<file path="config.mk">
export PLATFORM = sky130hd
export DESIGN_NAME = sfp_array
export DESIGN_NICKNAME = d
export VERILOG_FILES = /design/src/rtl/sfp_pkg.sv /design/src/rtl/sfp_lane.sv /design/src/rtl/sfp_array.sv
export SDC_FILE = /design/constraint.sdc
export NUM_CORES = 1
export LEC_CHECK = 0
export ABC_AREA = 1
export CELL_PAD_IN_SITES_DETAIL_PLACEMENT = 0
export CELL_PAD_IN_SITES_GLOBAL_PLACEMENT = 1
export CORE_MARGIN = 2
export CORE_UTILIZATION = 41
export DETAILED_ROUTE_END_ITERATION = 10
export PLACE_DENSITY = 0.84
export SYNTH_ARGS = -nofsm -noshare
export SYNTH_HDL_FRONTEND = slang
export SYNTH_SLANG_ARGS = --single-unit
export TNS_END_PERCENT = 10
</file>
<file path="constraint.sdc">
create_clock -name clk -period 4.8 [get_ports clk]
set_clock_uncertainty 0.2 [all_clocks]
set_input_delay 0.96 -clock clk [delete_from_list [all_inputs] [get_ports clk]]
set_output_delay 0.96 -clock clk [all_outputs]
set_load 0.05 [all_outputs]
</file>
<file path="src/rtl/sfp_pkg.sv">
// Shared operation and activation encodings for the special function processor.
package sfp_pkg;

  localparam logic [1:0] OP_PASS = 2'b00;
  localparam logic [1:0] OP_ACC  = 2'b01;
  localparam logic [1:0] OP_ACT  = 2'b10;
  localparam logic [1:0] OP_READ = 2'b11;

  localparam logic ACT_RELU  = 1'b0;
  localparam logic ACT_LEAKY = 1'b1;

endpackage

</file>
<file path="src/rtl/sfp_lane.sv">
// Combinational single-lane datapath: passthrough, accumulate, (leaky) ReLU or read-out.
module sfp_lane
  import sfp_pkg::*;
#(
  parameter int unsigned psum_bw    = 16,
  parameter int unsigned leak_shift = 6,
  parameter bit          sat        = 1'b1
) (
  input  logic [1:0]         op_i,
  input  logic               act_sel_i,
  input  logic [psum_bw-1:0] psum_i,
  input  logic [psum_bw-1:0] ofifo_i,
  output logic [psum_bw-1:0] res_o
);

  localparam logic [psum_bw-1:0] MaxVal = {1'b0, {(psum_bw-1){1'b1}}};
  localparam logic [psum_bw-1:0] MinVal = {1'b1, {(psum_bw-1){1'b0}}};

  logic [psum_bw-1:0]        sum;
  logic                      ovf;
  logic signed [psum_bw-1:0] leaky;

  assign sum   = psum_i + ofifo_i;
  // Overflow only when both operands share a sign and the result flips it.
  assign ovf   = (psum_i[psum_bw-1] == ofifo_i[psum_bw-1]) &&
                 (sum[psum_bw-1] != psum_i[psum_bw-1]);
  assign leaky = $signed(psum_i) >>> leak_shift;

  always_comb begin
    res_o = ofifo_i;
    unique case (op_i)
      OP_PASS: res_o = ofifo_i;
      OP_ACC: begin
        if (sat && ovf) begin
          res_o = psum_i[psum_bw-1] ? MinVal : MaxVal;
        end else begin
          res_o = sum;
        end
      end
      OP_ACT: begin
        if (!psum_i[psum_bw-1]) begin
          res_o = psum_i;
        end else if (act_sel_i == ACT_LEAKY) begin
          res_o = leaky;
        end else begin
          res_o = '0;
        end
      end
      OP_READ: res_o = psum_i;
      default: res_o = ofifo_i;
    endcase
  end

endmodule

</file>
<file path="src/rtl/sfp_array.sv">
// Multi-lane special function processor: 2-stage valid/ready pipeline with address
// carried alongside each beat and a completed-vector counter.
module sfp_array
  import sfp_pkg::*;
#(
  parameter int unsigned col        = 8,
  parameter int unsigned psum_bw    = 16,
  parameter int unsigned addr_bw    = 11,
  parameter int unsigned leak_shift = 6,
  parameter bit          sat        = 1'b1,
  parameter int unsigned cnt_bw     = 16
) (
  input  logic                   clk,
  input  logic                   reset,
  input  logic                   in_valid,
  output logic                   in_ready,
  input  logic [1:0]             op,
  input  logic                   act_sel,
  input  logic [addr_bw-1:0]     in_addr,
  input  logic [col*psum_bw-1:0] psum_in,
  input  logic [col*psum_bw-1:0] ofifo_in,
  output logic                   out_valid,
  input  logic                   out_ready,
  output logic [col*psum_bw-1:0] sfp_out,
  output logic [addr_bw-1:0]     out_addr,
  output logic                   out_wr,
  input  logic                   clr_cnt,
  output logic [cnt_bw-1:0]      vec_cnt
);

  localparam int unsigned W = col * psum_bw;

  logic               s1_valid_q, s1_valid_d;
  logic [1:0]         s1_op_q, s1_op_d;
  logic               s1_act_q, s1_act_d;
  logic [addr_bw-1:0] s1_addr_q, s1_addr_d;
  logic [W-1:0]       s1_psum_q, s1_psum_d;
  logic [W-1:0]       s1_ofifo_q, s1_ofifo_d;

  logic               s2_valid_q, s2_valid_d;
  logic [W-1:0]       s2_data_q, s2_data_d;
  logic [addr_bw-1:0] s2_addr_q, s2_addr_d;
  logic               s2_wr_q, s2_wr_d;

  logic [cnt_bw-1:0]  cnt_q, cnt_d;

  logic               s1_adv, s2_adv;
  logic [W-1:0]       lane_res;

  for (genvar i = 0; i < int'(col); i++) begin : g_lane
    sfp_lane #(
      .psum_bw   (psum_bw),
      .leak_shift(leak_shift),
      .sat       (sat)
    ) u_lane (
      .op_i     (s1_op_q),
      .act_sel_i(s1_act_q),
      .psum_i   (s1_psum_q[i*psum_bw +: psum_bw]),
      .ofifo_i  (s1_ofifo_q[i*psum_bw +: psum_bw]),
      .res_o    (lane_res[i*psum_bw +: psum_bw])
    );
  end

  assign s2_adv   = !s2_valid_q || out_ready;
  assign s1_adv   = !s1_valid_q || s2_adv;
  assign in_ready = s1_adv;

  always_comb begin
    s1_valid_d = s1_valid_q;
    s1_op_d    = s1_op_q;
    s1_act_d   = s1_act_q;
    s1_addr_d  = s1_addr_q;
    s1_psum_d  = s1_psum_q;
    s1_ofifo_d = s1_ofifo_q;
    s2_valid_d = s2_valid_q;
    s2_data_d  = s2_data_q;
    s2_addr_d  = s2_addr_q;
    s2_wr_d    = s2_wr_q;
    cnt_d      = cnt_q;

    if (s1_adv) begin
      s1_valid_d = in_valid;
      if (in_valid) begin
        s1_op_d    = op;
        s1_act_d   = act_sel;
        s1_addr_d  = in_addr;
        s1_psum_d  = psum_in;
        s1_ofifo_d = ofifo_in;
      end
    end

    // Result registers only move on a real beat so a stalled output stays put.
    if (s2_adv) begin
      s2_valid_d = s1_valid_q;
      if (s1_valid_q) begin
        s2_data_d = lane_res;
        s2_addr_d = s1_addr_q;
        s2_wr_d   = (s1_op_q != OP_READ);
      end
    end

    if (clr_cnt) begin
      cnt_d = '0;
    end else if (s2_valid_q && out_ready) begin
      cnt_d = cnt_q + cnt_bw'(1);
    end
  end

  always_ff @(posedge clk) begin
    if (!reset) begin
      s1_valid_q <= 1'b0;
      s1_op_q    <= OP_PASS;
      s1_act_q   <= ACT_RELU;
      s1_addr_q  <= '0;
      s1_psum_q  <= '0;
      s1_ofifo_q <= '0;
      s2_valid_q <= 1'b0;
      s2_data_q  <= '0;
      s2_addr_q  <= '0;
      s2_wr_q    <= 1'b0;
      cnt_q      <= '0;
    end else begin
      s1_valid_q <= s1_valid_d;
      s1_op_q    <= s1_op_d;
      s1_act_q   <= s1_act_d;
      s1_addr_q  <= s1_addr_d;
      s1_psum_q  <= s1_psum_d;
      s1_ofifo_q <= s1_ofifo_d;
      s2_valid_q <= s2_valid_d;
      s2_data_q  <= s2_data_d;
      s2_addr_q  <= s2_addr_d;
      s2_wr_q    <= s2_wr_d;
      cnt_q      <= cnt_d;
    end
  end

  assign out_valid = s2_valid_q;
  assign sfp_out   = s2_data_q;
  assign out_addr  = s2_addr_q;
  assign out_wr    = s2_wr_q;
  assign vec_cnt   = cnt_q;

endmodule

</file>
== After elaboration in Yosys (flattened, before gate mapping) ==
Cells that the tools add are included.
Operators by class
  bitwise gates (word level): 1
  muxes and demuxes: 40
  add/subtract/negate cells: 9
  reductions and logical operators: 17
  eq/ne operators: 20
Operator list (count)
  $mux 16: 32
  $pmux 16 s4: 8
  $add 16x16->16: 8
  $add 16x1->16 const B: 1
  $logic_and 1x1->1: 9
  $eq 1x1->1: 8
  $ne 1x1->1: 8
  $eq 2x2->1 const B: 2
  $reduce_and 2->1: 2
  $eq 2x1->1 const B: 1
  $logic_not 1->1: 2
  $logic_not 2->1: 1
  $logic_or 1x1->1: 2
  $ne 2x2->1 const B: 1
  $reduce_or 2->1: 1
  $not 1->1: 1
Word-level totals
  word-level logic and storage cells: 98
  output and inout port bits: 158
  register bits: 428
  input bits: 275

== Logic depth before layout (Yosys ltp) ==
Gate-level depths: netlist (run 1).
  depth in word-level cells: 5
  depth in mapped cells: 16
  mapped depth without buffers: 15

== Cells and area by module ==
From an unflattened synthesis (run 1), not the netlist that was laid out.
Unflattened totals
  cell total of the unflattened synthesis: 4382
  area, all modules: 27660.3 um^2
Modules (own cells, without submodules)
  sfp_array: area an instance 14915.6 um^2, sequential area each 8568.2 um^2, times used 1, cells an instance 1910
  sfp_lane (g_lane[3].u_lane ...): area an instance 1582.8 um^2, sequential area each 0.0 um^2, times used 5, cells an instance 309
  sfp_lane (g_lane[1].u_lane ...): area an instance 1631.6 um^2, sequential area each 0.0 um^2, times used 2, cells an instance 309
  sfp_lane (g_lane[0].u_lane): area an instance 1567.8 um^2, sequential area each 0.0 um^2, times used 1, cells an instance 309

== Worst setup path before layout (run 1) ==
No wires, ideal clock.
  path kind: in2reg
  start: input out_ready
  end: register s1_valid_q
  slack: 2.058 ns
  cell stages on the path: 6
  arrival time: 2.400 ns
  data required time: 4.458 ns
  cell sequence: inv_1 -> nand3_1 -> nand2_1 -> clkbuf_1 -> clkbuf_1 -> a21oi_1
On the way
  cells in the longest elaborated chain, start to end: 2
Ends and longest elaborated chain
  start, declared: RTL line sfp_array.sv:23  | input logic out_ready,
  $logic_or 1x1->1: RTL line sfp_array.sv:64  | assign s2_adv = !s2_valid_q || out_ready;
  $logic_or 1x1->1: RTL line sfp_array.sv:65  | assign s1_adv = !s1_valid_q || s2_adv;
  net in_ready: RTL line sfp_array.sv:16  | output logic in_ready,
  end signal, assigned: RTL line sfp_array.sv:123  | s1_valid_q <= s1_valid_d;
  end, declared: RTL line sfp_array.sv:33  | logic s1_valid_q, s1_valid_d;
The timed path passes the listed nets, and every way through them passes these cells.
A chain may end at the register's enable or synchronous reset.

== Worst setup path after layout (run 1) ==
  start: input out_ready
  end: output in_ready
On the way
  cells in the longest elaborated chain, start to end: 2
Ends and longest elaborated chain (RTL line)
  $logic_or 1x1->1: sfp_array.sv:64
  $logic_or 1x1->1: sfp_array.sv:65
  end, declared: sfp_array.sv:16
No other way between the ends.

==> reports/results.ini, run 1 <==
[outcome]
status=finished clean

[logic_synthesis]
ys_async_sr_fraction_pct=0
synth_fp_nets=4603
ys_seq_elements=428
yosysTopAreaCellShare_pct=31.49
synth-edff-count=0
synth_commonest_cells=nand2_1 (1078), a21oi_1 (552), inv_1 (507)
synth_warnings=0
avgSynthCellArea_um2=6.479
synth-main-ff-cell=dfxtp_1
yosysSeqAreaShare_pct=31.49
ys_top_cells_by_area=dfxtp_1 (31%), nand2_1 (15%), a21oi_1 (10%), o21ai_0 (7.5%), inv_1 (7.0%)
synth_most_common_cell=nand2_1
yosys.area.top_type=dfxtp_1
yosysUniqueCellTypes=44
syn_inst=4199
netlist_area_um2=27210

[layout]
nets=4881
fillers=6786
layout-drive-gt1-share_pct=6.164
final_cell_area_um2=33560
syn2layout_area_growth_pct=23.34

[clock_network]
numCtsBuffers=49
cts_root_buf=clkbuf_16
cts_tree=built
cts_resized=0
clk_path_buf_depth=3
post_cts.repair.setup_buffers=0
clk_latency_ns=0.59
htreeDepth=2
cts_hold_buf=0
clock_sinks=428
clkTransAtPathRegs_ns=0.06

[die]
die_h_um=261.6
coreArea_um2=65750
io_pins=433
fp.dieW_um=261.6
rows=94
start_util_pct=41.38
dieArea_um2=68430

[power]
p_clk_share_pct=36.4
combPwrFrac_pct=25.6
leakagePower_nw=14.62
peakVddDrop_v=0.0002504
swShare_pct=32.88
powerDensity_nw_per_um2=312.7
p_int_mw=7.043
switchingPower_mw=3.449
pwr-share-seq_pct=38.1
finalPower_mw=10.49

[global_route]
grtUsageTotal_pct=26.53
antenna_found_initial=10
grt_pass1_vias=26250
grt_max_degree=168
overflow=0
grt_pass1_wl_mm=144.6

[setup_path]
crit_path_end_kind=output port
worstPathRequired_ns=3.64
critPathMaxFanout=3
worstSetupPathType=primary input to output port
startpoint_type=primary input
worstPathArrival_ns=2.49

[timing]
final-hold-violation-count=0
min_period_ns=3.647
fin_hold_ws_ns=0.2626
maxSlewViolCount=0
worst_pin_slew_ns=0.9900
slew_headroom_pct=33.91
final.setup.tns_ns=0
rsz0062_at_grt=no
fin_crit_sh_pct=75.99
finalSetupViolCount=0
setup_slack_ns=1.153
timing.fmax_ghz=0.2742

[routing]
via_count=28040
drtAntennaViolNets=0
first_pass_iters=5
wl_mm=94.47
drt-vias-per-instance=5.211
remaining_drc_errors=0
wire_per_inst_um=17.56
drtIter0Drc=1992

[worst_hold_path]
worst_hold_path_type=flip-flop to flip-flop

[placement]
hpwl_mm=68.72
portBuffers=432
place_congestion=0.9220
post-place-ws_ns=1.143
placed_cell_area_um2=31940

[job]
drv_cap=0

routing by layer:
metal	GRT usage [%]	wire length (µm)
met5	0	47
met1	34.95	42140
met3	4.510	5591
met4	9.359	3238
met2	43.63	43460
registers in the layout, indices dropped and copies added, names as in the netlist:
register and flops:
out_addr 11, out_valid 1, out_wr 1, s1_act_q 1, s1_addr_q 11, s1_ofifo_q 128, s1_op_q 2, s1_psum_q 128
s1_valid_q 1, sfp_out 128, vec_cnt 16
stage by stage:
stage / std cells / utilization, %
after floorplan: 4199 / -
after global placement: 5290 / 48.57
after detailed placement: 5290 / 48.57
after CTS: 5374 / 51.01
after global routing: 5376 / 51.02
final: 5381 / 51.04
layout by cell type (no fill, tap or decap), types with 31 or more instances in the layout:
| cell type | count |
|---|---|
| nand2_2 | 31 |
| a221oi_1 | 59 |
| nand2_1 | 1076 |
| inv_1 | 505 |
| o22ai_1 | 52 |
| dfxtp_1 | 427 |
| a21oi_2 | 57 |
| nor2_1 | 247 |
| nand3_1 | 191 |
| clkbuf_16 | 49 |
| ha_1 | 121 |
| a21oi_1 | 552 |
| o21ai_0 | 406 |
| clkdlybuf4s50_1 | 431 |
| xnor2_1 | 46 |
critical path: stages:
cell	delay, ns
clkdlybuf4s50_1	0.48
inv_1	0.06
nand3_1	0.15
clkdlybuf4s50_1	0.84
power by group through the flow:
stage	Clock (mW)	Combinational, mW	Sequential [mW]
2_1_floorplan	0	1.61	4.22
3_3_place_gp	0	2.65	4.07
3_5_place_dp	0	2.66	4.07
4_1_cts	3.90	2.68	3.99
5_1_grt	4.03	2.96	4.02
6_report	3.82	2.68	3.99
final timing paths:
kind          startpoint           to  slack [ns]  cells past startpoint
min reg2reg  sfp_out[31]  sfp_out[31]        0.26                      2
min          sfp_out[31]  sfp_out[31]        0.26                      2
max            out_ready     in_ready        1.15                      4
max reg2reg   s1_op_q[1]  sfp_out[94]        1.78                      8
cells by family after synthesis:
group                    Yosys count  share of synthesized area [%]
XOR/XNOR                          57                          1.835
AO/OA/AOI/OAI                   1155                          23.28
buffers and inverters            761                          11.21
AND/OR/NAND/NOR                 1669                          26.03
flip-flops                       428                          31.49
adder cells (fa/ha/maj)          129                          6.153
cell type report:
class | instances | area [µm²] | area share, %
clock buffer | 71 | 1449 | 4.318
inverter | 533 | 2011 | 5.992
sequential | 428 | 8569 | 25.54
timing repair buffer | 455 | 4661 | 13.89
clock inverter | 13 | 155.1 | 0.4623
tap | 864 | 1081 | 3.221
multi-input combinational | 3010 | 15610 | 46.53
antenna | 7 | 17.52 | 0.05220
No activity file was read; power rests on OpenSTA's default activity.
==> run 2: changes to the inputs <==
--- a/config.mk
+++ b/config.mk
@@ -9,9 +9,9 @@
 export CELL_PAD_IN_SITES_DETAIL_PLACEMENT = 0
 export CELL_PAD_IN_SITES_GLOBAL_PLACEMENT = 1
 export CORE_MARGIN = 2
-export CORE_UTILIZATION = 41
+export CORE_UTILIZATION = 35
 export DETAILED_ROUTE_END_ITERATION = 10
-export PLACE_DENSITY = 0.84
+export PLACE_DENSITY = 0.76
 export SYNTH_ARGS = -nofsm -noshare
 export SYNTH_HDL_FRONTEND = slang
 export SYNTH_SLANG_ARGS = --single-unit
==> constraint.sdc (replaced) <==
create_clock -name clk -period 3.21 [get_ports clk]
set_clock_uncertainty 0.2 [all_clocks]
set_input_delay 0.642 -clock clk [delete_from_list [all_inputs] [get_ports clk]]
set_output_delay 0.642 -clock clk [all_outputs]
set_load 0.05 [all_outputs]
==> reports/results.ini, run 2 (synthesized netlist as in run 1, its figures left out) <==
[outcome]
status=finished clean

[routing]
drtIter0Drc=1960
wire_per_inst_um=17.93
drtAntennaViolNets=0
via_count=28330
first_pass_iters=6
remaining_drc_errors=0
drt-vias-per-instance=5.053
wl_mm=100.5

[setup_path]
worstPathArrival_ns=1.92
r2r-start=s1_ofifo_q[18]
cp_cell_sequence=clkdlybuf4s50_1
r2r_slack_ns=0.57
path_delay_family=buffers and inverters
timing.critical_path.buf_inv=1
worstReg2RegEnd=sfp_out[17]
worstSetupPathType=flip-flop to output port
startpoint_type=flip-flop
critPathMaxFanout=8
max_stage_delay_ns=0.86
worstPathRequired_ns=2.37
critPathSlowestCell=clkdlybuf4s50_1
rr_worst_depth=13
crit_path_end_kind=output port

[timing]
maxSlewViolCount=0
worst_pin_slew_ns=0.8539
min_period_ns=2.766
rsz0062_at_grt=no
final.setup.tns_ns=0
slew_headroom_pct=43.07
timing.fmax_ghz=0.3616
fin_crit_sh_pct=86.16
finalSetupViolCount=0
final-hold-violation-count=0

[clock_network]
clkTransAtPathRegs_ns=0.06
clk_path_buf_depth=3
cts_hold_buf=0
htreeDepth=2
cts_root_buf=clkbuf_16
post_cts.repair.setup_buffers=0
clock_sinks=428
cts_tree=built
clk_latency_ns=0.60
cts_resized=0
numCtsBuffers=51

[layout]
nets=4922
final_cell_mix=nand2_1 (1076), a21oi_1 (552), inv_1 (504), clkdlybuf4s50_1 (430), dfxtp_1 (427)
final_common_cell=nand2_1
layout.cells.non_filler=5606
post-route-util_pct=44.49
layout-drive-gt1-share_pct=7.130
final_cell_area_um2=34350
syn2layout_area_growth_pct=26.25

[worst_hold_path]
hold_end=sfp_out[84]
worst_hold_path_type=flip-flop to flip-flop
holdCritStartpoint=sfp_out[84]
min_path_cells=2

[die]
io_pins=433
start_util_pct=35.24
fp.dieW_um=282.8
rows=102
die_h_um=282.8
dieArea_um2=79980
coreArea_um2=77210

[placement]
hpwl_mm=74.92
placed_cell_area_um2=32570
portBuffers=432
place_congestion=0.8939
place_inst=5505

[global_route]
grt_max_degree=128
grt_pass1_wl_mm=153.6
grt_pass1_vias=27190
grtUsageTotal_pct=24.42
antenna_found_initial=9
overflow=0

[power]
powerDensity_nw_per_um2=473.3
peakVddDrop_v=0.0003370
leakagePower_nw=14.92

[job]
drv_cap=0

-- run 2: cell types whose count changed in the layout (fill, tap and decap cells not counted), sizes merged, moves of 2 or more --
cell      change
buf          +39
bufinv        +3
clkbuf        +3
clkinv        +3
clkinvlp      +2
-- run 2: per-layer routing --
layer	up-vias	wire, µm	track usage, %
met1	13080	46000	32.64
met4	2	3136	8.778
li1	14400	-	-
met5	-	13	0
met2	707	46550	40.29
met3	147	4812	3.087
-- run 2: how the worst max path moves through the flow --
stage	start	end	slack [ns]	depth (start not counted)
after global routing	vec_cnt[8]	vec_cnt[8]	0.35	1
after floorplan	out_valid	s1_valid_q	0.68	5
after global placement	out_ready	vec_cnt[13]	0.36	9
final	vec_cnt[8]	vec_cnt[8]	0.44	1
after detailed placement	out_ready	vec_cnt[13]	0.35	9
after CTS	vec_cnt[8]	vec_cnt[8]	0.39	1
-- run 2: per-stage QoR --
stage / hold slack (ns) / setup WS [ns] / power, mW
2_1_floorplan: 0.2484 / 0.6801 / 8.724
3_3_place_gp: 0.2527 / 0.3561 / 10.18
3_5_place_dp: 0.2560 / 0.3537 / 10.19
4_1_cts: 0.2655 / 0.3929 / 16.42
5_1_grt: 0.2813 / 0.3543 / 17.09
6_report: 0.2627 / 0.4444 / 16.26
-- run 2: cell type report --
type	count	area, µm²
clock buffers	73	1491
inverters	533	2011
well taps	1040	1301
multi-input cells	3010	15620
flip-flops and latches	428	8569
fillers	8200	42860
repair buffers	494	5066
clock inverters	20	270.3
diodes	8	20.02
-- run 2: power breakdown --
part / switching [mW] / internal [mW] / total, mW
Sequential: 0.282 / 5.67 / 5.95
Clock: 2.46 / 3.71 / 6.17
Combinational: 2.57 / 1.57 / 4.14
-- run 2: worst min-delay path, stage by stage (launching register included) --
cell     delay, ns
dfxtp_1       0.31
nand2_1       0.06
a21oi_1       0.05
